### src/rtl/frame_scanout.sv
// frame_scanout: display-side reader for a palette-index frame buffer.
//
// Walks the VGA raster, issues one registered read_address per pixel to a
// synchronous-read RAM (1-clock latency) and re-aligns the returned palette
// index with sync/blank/DrawX/DrawY so that every output describes one pixel.
//
// Ports
//   Clk          system clock
//   Reset        synchronous, active-low reset
//   pix_ce       pixel-clock enable; the raster advances one pixel per Clk
//                edge with pix_ce=1
//   read_address registered RAM read address
//   data_In      RAM read data (valid one Clk after read_address is sampled)
//   pixel_index  palette index of the output pixel, 0 while blanked
//   DrawX/DrawY  coordinates of the output pixel
//   hs/vs        active-low syncs of the output pixel
//   blank_n      1 for a visible output pixel
//   frame_start  one-Clk pulse with output pixel (0,0)
//
// Timing contract: pix_ce is a plain enable with no back-pressure. A pixel is
// issued on the edge where pix_ce=1 and its outputs load exactly two Clk
// edges later, whatever the spacing of later pix_ce edges.
module frame_scanout #(
  parameter int H_ACTIVE = 640,
  parameter int H_FP     = 16,
  parameter int H_SYNC   = 96,
  parameter int H_BP     = 48,
  parameter int V_ACTIVE = 480,
  parameter int V_FP     = 10,
  parameter int V_SYNC   = 2,
  parameter int V_BP     = 33,
  parameter int ADDR_W   = 19,
  parameter int PIX_W    = 8
) (
  input  logic              Clk,
  input  logic              Reset,
  input  logic              pix_ce,
  output logic [ADDR_W-1:0] read_address,
  input  logic [PIX_W-1:0]  data_In,
  output logic [PIX_W-1:0]  pixel_index,
  output logic [9:0]        DrawX,
  output logic [9:0]        DrawY,
  output logic              hs,
  output logic              vs,
  output logic              blank_n,
  output logic              frame_start
);

  localparam int H_TOTAL = H_ACTIVE + H_FP + H_SYNC + H_BP;
  localparam int V_TOTAL = V_ACTIVE + V_FP + V_SYNC + V_BP;

  localparam logic [9:0] H_LAST   = 10'(H_TOTAL - 1);
  localparam logic [9:0] V_LAST   = 10'(V_TOTAL - 1);
  localparam logic [9:0] H_ACT    = 10'(H_ACTIVE);
  localparam logic [9:0] V_ACT    = 10'(V_ACTIVE);
  localparam logic [9:0] HS_FIRST = 10'(H_ACTIVE + H_FP);
  localparam logic [9:0] HS_LAST  = 10'(H_ACTIVE + H_FP + H_SYNC - 1);
  localparam logic [9:0] VS_FIRST = 10'(V_ACTIVE + V_FP);
  localparam logic [9:0] VS_LAST  = 10'(V_ACTIVE + V_FP + V_SYNC - 1);

  // Stage 0: raster position and read address (advance only on pix_ce)
  logic [9:0]        h_q, h_d, v_q, v_d;
  logic [9:0]        h_nxt, v_nxt;
  logic              active_nxt;
  logic [ADDR_W-1:0] addr_cnt_q, addr_cnt_d;
  logic [ADDR_W-1:0] read_address_q, read_address_d;

  // Sideband delay line, clocked every Clk
  logic              ce_q;
  logic              d1_valid_q, d1_active_q, d1_hs_q, d1_vs_q, d1_fs_q;
  logic [9:0]        d1_h_q, d1_v_q;
  logic              s0_active, s0_hs, s0_vs, s0_fs;

  // Output registers
  logic [PIX_W-1:0]  pixel_index_q, pixel_index_d;
  logic [9:0]        drawx_q, drawx_d, drawy_q, drawy_d;
  logic              hs_q, hs_d, vs_q, vs_d, blank_n_q, blank_n_d;
  logic              frame_start_q, frame_start_d;

  always_comb begin
    h_nxt = h_q + 10'd1;
    v_nxt = v_q;
    if (h_q == H_LAST) begin
      h_nxt = '0;
      v_nxt = (v_q == V_LAST) ? '0 : v_q + 10'd1;
    end
    active_nxt = (h_nxt < H_ACT) && (v_nxt < V_ACT);

    h_d            = h_q;
    v_d            = v_q;
    addr_cnt_d     = addr_cnt_q;
    read_address_d = read_address_q;
    if (pix_ce) begin
      h_d = h_nxt;
      v_d = v_nxt;
      if (active_nxt) begin
        // The counter holds the address of the next active pixel; it is
        // re-anchored at (0,0) so the frame always starts at address 0.
        if ((h_nxt == '0) && (v_nxt == '0)) begin
          read_address_d = '0;
          addr_cnt_d     = ADDR_W'(1);
        end else begin
          read_address_d = addr_cnt_q;
          addr_cnt_d     = addr_cnt_q + ADDR_W'(1);
        end
      end
    end
  end

  // Attributes of the pixel currently held in stage 0
  always_comb begin
    s0_active = (h_q < H_ACT) && (v_q < V_ACT);
    s0_hs     = !((h_q >= HS_FIRST) && (h_q <= HS_LAST));
    s0_vs     = !((v_q >= VS_FIRST) && (v_q <= VS_LAST));
    s0_fs     = (h_q == '0) && (v_q == '0);
  end

  // ce_q marks the Clk after an issue edge; d1 is captured one Clk later,
  // when data_In for that pixel becomes valid at the next edge.
  always_comb begin
    pixel_index_d = pixel_index_q;
    drawx_d       = drawx_q;
    drawy_d       = drawy_q;
    hs_d          = hs_q;
    vs_d          = vs_q;
    blank_n_d     = blank_n_q;
    frame_start_d = 1'b0;
    if (d1_valid_q) begin
      pixel_index_d = d1_active_q ? data_In : '0;
      drawx_d       = d1_h_q;
      drawy_d       = d1_v_q;
      hs_d          = d1_hs_q;
      vs_d          = d1_vs_q;
      blank_n_d     = d1_active_q;
      frame_start_d = d1_fs_q;
    end
  end

  always_ff @(posedge Clk) begin
    if (!Reset) begin
      h_q            <= H_LAST;
      v_q            <= V_LAST;
      addr_cnt_q     <= '0;
      read_address_q <= '0;
      ce_q           <= 1'b0;
      d1_valid_q     <= 1'b0;
      d1_active_q    <= 1'b0;
      d1_hs_q        <= 1'b1;
      d1_vs_q        <= 1'b1;
      d1_fs_q        <= 1'b0;
      d1_h_q         <= '0;
      d1_v_q         <= '0;
      pixel_index_q  <= '0;
      drawx_q        <= '0;
      drawy_q        <= '0;
      hs_q           <= 1'b1;
      vs_q           <= 1'b1;
      blank_n_q      <= 1'b0;
      frame_start_q  <= 1'b0;
    end else begin
      h_q            <= h_d;
      v_q            <= v_d;
      addr_cnt_q     <= addr_cnt_d;
      read_address_q <= read_address_d;
      ce_q           <= pix_ce;
      d1_valid_q     <= ce_q;
      d1_active_q    <= s0_active;
      d1_hs_q        <= s0_hs;
      d1_vs_q        <= s0_vs;
      d1_fs_q        <= s0_fs;
      d1_h_q         <= h_q;
      d1_v_q         <= v_q;
      pixel_index_q  <= pixel_index_d;
      drawx_q        <= drawx_d;
      drawy_q        <= drawy_d;
      hs_q           <= hs_d;
      vs_q           <= vs_d;
      blank_n_q      <= blank_n_d;
      frame_start_q  <= frame_start_d;
    end
  end

  assign read_address = read_address_q;
  assign pixel_index  = pixel_index_q;
  assign DrawX        = drawx_q;
  assign DrawY        = drawy_q;
  assign hs           = hs_q;
  assign vs           = vs_q;
  assign blank_n      = blank_n_q;
  assign frame_start  = frame_start_q;

endmodule

### config.mk
export PLATFORM = sky130hd
export DESIGN_NAME = frame_scanout
export DESIGN_NICKNAME = d
export VERILOG_FILES = /design/src/rtl/frame_scanout.sv
export SDC_FILE = /design/constraint.sdc
export NUM_CORES = 1
export LEC_CHECK = 0
export CAP_MARGIN = 40
export CORE_MARGIN = 4
export CORE_UTILIZATION = 30
export DETAILED_ROUTE_END_ITERATION = 8
export GPL_TIMING_DRIVEN = 0
export PLACE_DENSITY = 0.51
export RECOVER_POWER = 50
export SETUP_SLACK_MARGIN = 0.1
export SLEW_MARGIN = 25
export SYNTH_ARGS = -nofsm -noshare
export SYNTH_HDL_FRONTEND = slang
export SYNTH_SLANG_ARGS = --single-unit
### constraint.sdc
create_clock -name Clk -period 3.95 [get_ports Clk]
set_input_delay 0.79 -clock Clk [delete_from_list [all_inputs] [get_ports Clk]]
set_output_delay 0.79 -clock Clk [all_outputs]
set_load 0.03 [all_outputs]
# --- Word-level counts from Yosys, hierarchy flattened ---
# Cells that the tools add are included.
totals:
  output_inout_bits: 51
  reg_bits: 116
classes:
  n_lt_le_gt_ge: 8
  eq_ne: 2
  n_reduce_logical: 14
  addsub: 3
  muxes: 6
ops:
  columns: ["cell", "n"]
  rows:
  - ["$logic_not A10 Y1", 4]
  - ["$mux W19", 2]
  - ["$mux W10", 3]
  - ["$add A10 B1 Y10 const B", 2]
  - ["$eq A10 B10 Y1 const B", 2]
  - ["$lt A10 B10 Y1 const B", 2]
  - ["$lt A10 B9 Y1 const B", 2]
  - ["$add A19 B1 Y19 const B", 1]
  - ["$ge A10 B10 Y1 const B", 1]
  - ["$ge A10 B9 Y1 const B", 1]
  - ["$le A10 B10 Y1 const B", 1]
  - ["$le A10 B9 Y1 const B", 1]
  - ["$mux W8", 1]
  - ["$logic_and A1 B1 Y1", 6]
  - ["$reduce_and A2 Y1", 2]
  - ["$logic_not A1 Y1", 2]

# --- Depth between registers and ports, before layout ---
depth:
  depth_word: 6
  depth_mapped: 11

# --- Worst setup path before layout ---
# OpenSTA, ideal clock, no wires.
synth_path:
  path_type: "register to register"
  start: "reg h_q[0]"
  end: "reg addr_cnt_q[14]"
  path_slack_ns: 1.211
  stages_incl_launch_ff: 11
  period_less_slack_ns: 2.739
  n_path_buf: 2
  arrival_ns: 2.614
  path_cell_list: "dfxtp_1 ha_1 and4_1 buf_2 mux2_1 a2111oi_0 o2111ai_1 a2111o_1 o21ai_4 buf_6 a21oi_1"
synth_via:
  elab_chain_len: 5
  elab_cells_between_ends: 12
  cone_classes: "add/sub (1); order compare (2); eq/ne (1); mux (3); reduce/logical (5)"
synth_lines:
  columns: ["item", "line_no", "source"]
  rows:
  - ["start: declaration", "62", "logic [9:0] h_q, h_d, v_q, v_d;"]
  - ["start signal: assignment", "141", "h_q <= H_LAST;"]
  - ["start signal: assignment", "161", "h_q <= h_d;"]
  - ["$add A10 B1 Y10 or $eq A10 B10 Y1 (tied branches)", "81, 83", null]
  - ["$mux W10", "83", "if (h_q == H_LAST) begin"]
  - ["$lt A10 B10 Y1, or another cell as far along", "87", "active_nxt = (h_nxt < H_ACT) && (v_nxt < V_ACT);"]
  - ["$logic_and A1 B1 Y1 (on tied branches)", "87, 99", null]
  - ["$reduce_and A2 Y1 (no line) or $mux W19 (tied branches)", null, null]
  - ["end signal: assignment", "163", "addr_cnt_q <= addr_cnt_d;"]
  - ["end: declaration", "65", "logic [ADDR_W-1:0] addr_cnt_q, addr_cnt_d;"]
# Several ways; a longest one is shown, not always the timed one.
# A chain may end at the register's enable or synchronous reset.

# --- Worst setup path in the final report ---
layout_path:
  start: "reg h_q[0]"
  end: "reg read_address_q[12], in the netlist read_address[12]"
layout_via:
  elab_chain_len: 5
  elab_cells_between_ends: 12
  cone_classes: "add/sub (1); order compare (2); eq/ne (1); mux (3); reduce/logical (5)"
layout_lines:
  columns: ["item", "line_no", "source"]
  rows:
  - ["$add A10 B1 Y10 or $eq A10 B10 Y1 (tied branches)", "81, 83", null]
  - ["$mux W10", "83", null]
  - ["$lt A10 B10 Y1, or another cell as far along", "87", null]
  - ["$logic_and A1 B1 Y1 (on tied branches)", "87, 99", null]
  - ["$reduce_and A2 Y1 (no line) or $mux W19 (tied branches)", null, null]
  - ["end signal: assignment", "164", "read_address_q <= read_address_d;"]
  - ["end: declaration", "66", "logic [ADDR_W-1:0] read_address_q, read_address_d;"]
# Several ways; a longest one is shown, not always the timed one.

==> impl_results.md <==
* Layout cells sized above 1 at 0.0813
* CP max stage cell: dfxtp_1
* Top post-synthesis cells by count: dfxtp_1 (116), nand2_1 (61), nor2b_1 (41), and2_1 (33), a21oi_1 (32)
* PortBufs at 60
* Routed Antenna Nets at 0
* WS Path Type: reg -> reg
* H-tree depth at 4
* Drt wl/cell at 14.4 um
* Post-CTS setup buffers at 0
* Netlist cell types at 59
* CTS buffer count at 17
* CP bufs+invs at 3
* Register area share after synthesis at 0.463
* CTS Buffer Depth at 2
* Synth area leader: dfxtp_1
* Area of the multi-input gates at 2480 um2
* MaxCap Viol Count at 0
* Ys flop type: dfxtp_1
* Post-CTS Hold Fix Bufs at 0
* Final Setup Violations at 0
* Syn Nets at 575
* Startpoint Class: flip-flop
* Max Transition Viols Final at 0
* Core Box Area at 16500 um2
* HPWL after detailed placement at 8980 um
* Placed instance area at 5890 um2
* Final Power at 0.00309 W
* Actual slew at the worst max-slew pin at 0.667 ns
* Initial antenna violation count at 0
* Via count at 4138
* Top-count cell post-synth: dfxtp_1
* Residual DRC at 0
* Final Non-Filler Cells at 872
* Post-synthesis cell count at 559
* Crit-path most repeated cell: clkbuf_1
* Global Route Usage Sum at 0.141
* Cell area after layout at 6500 um2
* Via density at 4.75
* Worst Hold Launch: ce_q
* CP top delay family: buffers and inverters
* Critical Path Fanout Max at 10
* Final min period at 3.19 ns
* R2R Path Start: h_q[0]
* RSZ-0062 raised after global routing: no
* Mapped Area at 5020 um2
* CTS Sinks at 116
* Root buf cell: clkbuf_16
* Congestion Overflow GR at 0
* Final Skew at 0.00997 ns
* Starting density of the core at 0.305
* Critical Path Start: h_q[0]
* CP max stage delay at 0.41 ns
* Leakage power at 2.38 nW
* Final cycle utilization of the critical path at 0.807
* Die H at 137 um
* I/O Pins at 62
* EDFF count, synth at 0
* Main area contributors after synthesis: dfxtp_1 (46%), nor2b_1 (5.1%), mux2i_1 (4.6%)
* Hold Crit Class: reg -> reg
* Die area at 18900 um2
* P per Cell Area at 476 nW/um2
* Fin Setup TNS at 0 ns
* Max Freq at 0.314 GHz
* First-iteration detailed-routing DRC count at 153
* WL final at 12600 um
* Die width at 137 um
* TritonCTS clock tree: built
* Worst-Skew Late Latency at 0.42 ns
* CP endpoint kind: flip-flop
* Yosys top cell area share at 0.463
* Slew margin rel. at 0.555
* Fillers at 1628
* Cells after DPL at 839
* Syn_area_per_cell at 8.98 um2
* Area Growth Syn to Fin at 29.5%
* Final hold violations at 0
* Reg area at 2320 um2
* VDD IR-drop max at 0.296 mV
* Fraction of registers with async set or reset after synthesis at 0
* Routability cong. at 0.852
* Synthesized flop and latch total at 116
* Reg clk slew, reported paths at 0.06 ns
* Largest net degree at the start of global routing at 17
* Cell breakdown of the critical path: ha_1 > and4_1 > buf_2 > nand3_2 > a31oi_4 > o2111ai_1 > clkbuf_1 > nor2_1 > clkbuf_1 > nand3_1 > a21boi_0
* Resize count post-CTS at 0
* # rows at 47
* Drt first pass iters at 5
* Number of global-route vias before repair at 4182
* Final #Nets at 655
* Ant. Diodes at 0
* Worst path arrival time at 3.52 ns
* First-pass GRT wire length at 20700 um
* Yosys warning count at 0
* CP required at 4.28 ns
* Status: completed
==> per-layer routing <==
| layer | up-vias | wire [um] | GRT usage |
|---|---|---|---|
| li1 | 2097 | - | - |
| met1 | 1923 | 5810 | 0.168 |
| met2 | 93 | 5980 | 0.231 |
| met3 | 25 | 534 | 0.0431 |
| met4 | 0 | 241 | 0.0693 |
| met5 | - | 0 | 0 |
==> kinds of logic after synthesis <==
family	count (synthesis)	share of synthesized area
AOI/OAI and AO/OA	99	0.130
xor gates and xnor gates	19	0.0332
adders and majority gates	5	0.0125
buffers and inverters	49	0.0434
DFF	116	0.463
muxes	24	0.0481
and+or+nand+nor	247	0.270
==> stage by stage <==
step | hold WS [ns] | setup slack (ns) | util
after floorplan | 0.412 | 1.21 | -
after global placement | 0.420 | 0.800 | 0.358
after detailed placement | 0.426 | 0.797 | 0.358
after CTS | 0.439 | 0.760 | 0.394
after global routing | 0.445 | 0.427 | 0.395
final | 0.435 | 0.764 | 0.395
==> power by group <==
part | switching (W) | total, W | internal [W]
sequential | 0.0000238 | 0.00123 | 0.00121
clock | 0.000569 | 0.00152 | 0.000949
combinational | 0.000220 | 0.000346 | 0.000126
total | 0.000813 | 0.00309 | 0.00228
==> path summary, 6_finish.rpt <==
path | end | slack [ns] | cells after the start
worst max-delay path | read_address[12] | 0.76 | 11
worst min-delay path | d1_valid_q | 0.44 | 1
worst max register to register | read_address[12] | 0.76 | 11
worst min register to register | d1_valid_q | 0.44 | 1
==> flip-flops by register name, summed over array words and instances (netlist names), 8 cells and up <==
name / cells
addr_cnt_q: 19
read_address: 19
DrawX: 10
DrawY: 10
d1_h_q: 10
d1_v_q: 10
h_q: 10
v_q: 10
pixel_index: 8
==> cell usage in the layout (no fill, tap or decap), drive strengths merged, types with 10 or more instances in the layout <==
cell type	Yosys	layout
xnor2	16	16
nor2	21	21
clkdlybuf4s50	0	17
dfxtp	116	116
buf	16	17
a21boi	14	14
nand2	61	61
nor2b	41	41
nand3	28	28
o21ai	24	24
a21oi	32	32
mux2i	23	23
inv	7	10
and2	34	34
and3	11	11
nor3	11	11
dlygate4sd3	0	43
clkbuf	26	44
==> cell type report <==
cell class                      count  share of cell area
Multi-Input combinational cell    394               0.381
Tap cell                          220              0.0424
Clock buffer                       18              0.0676
Clock inverter                     14              0.0235
Sequential cell                   116               0.357
Buffer                             42              0.0295
Timing Repair Buffer               61              0.0942
Inverter                            7             0.00404
Note: power is estimated with default switching activity, not from simulation.
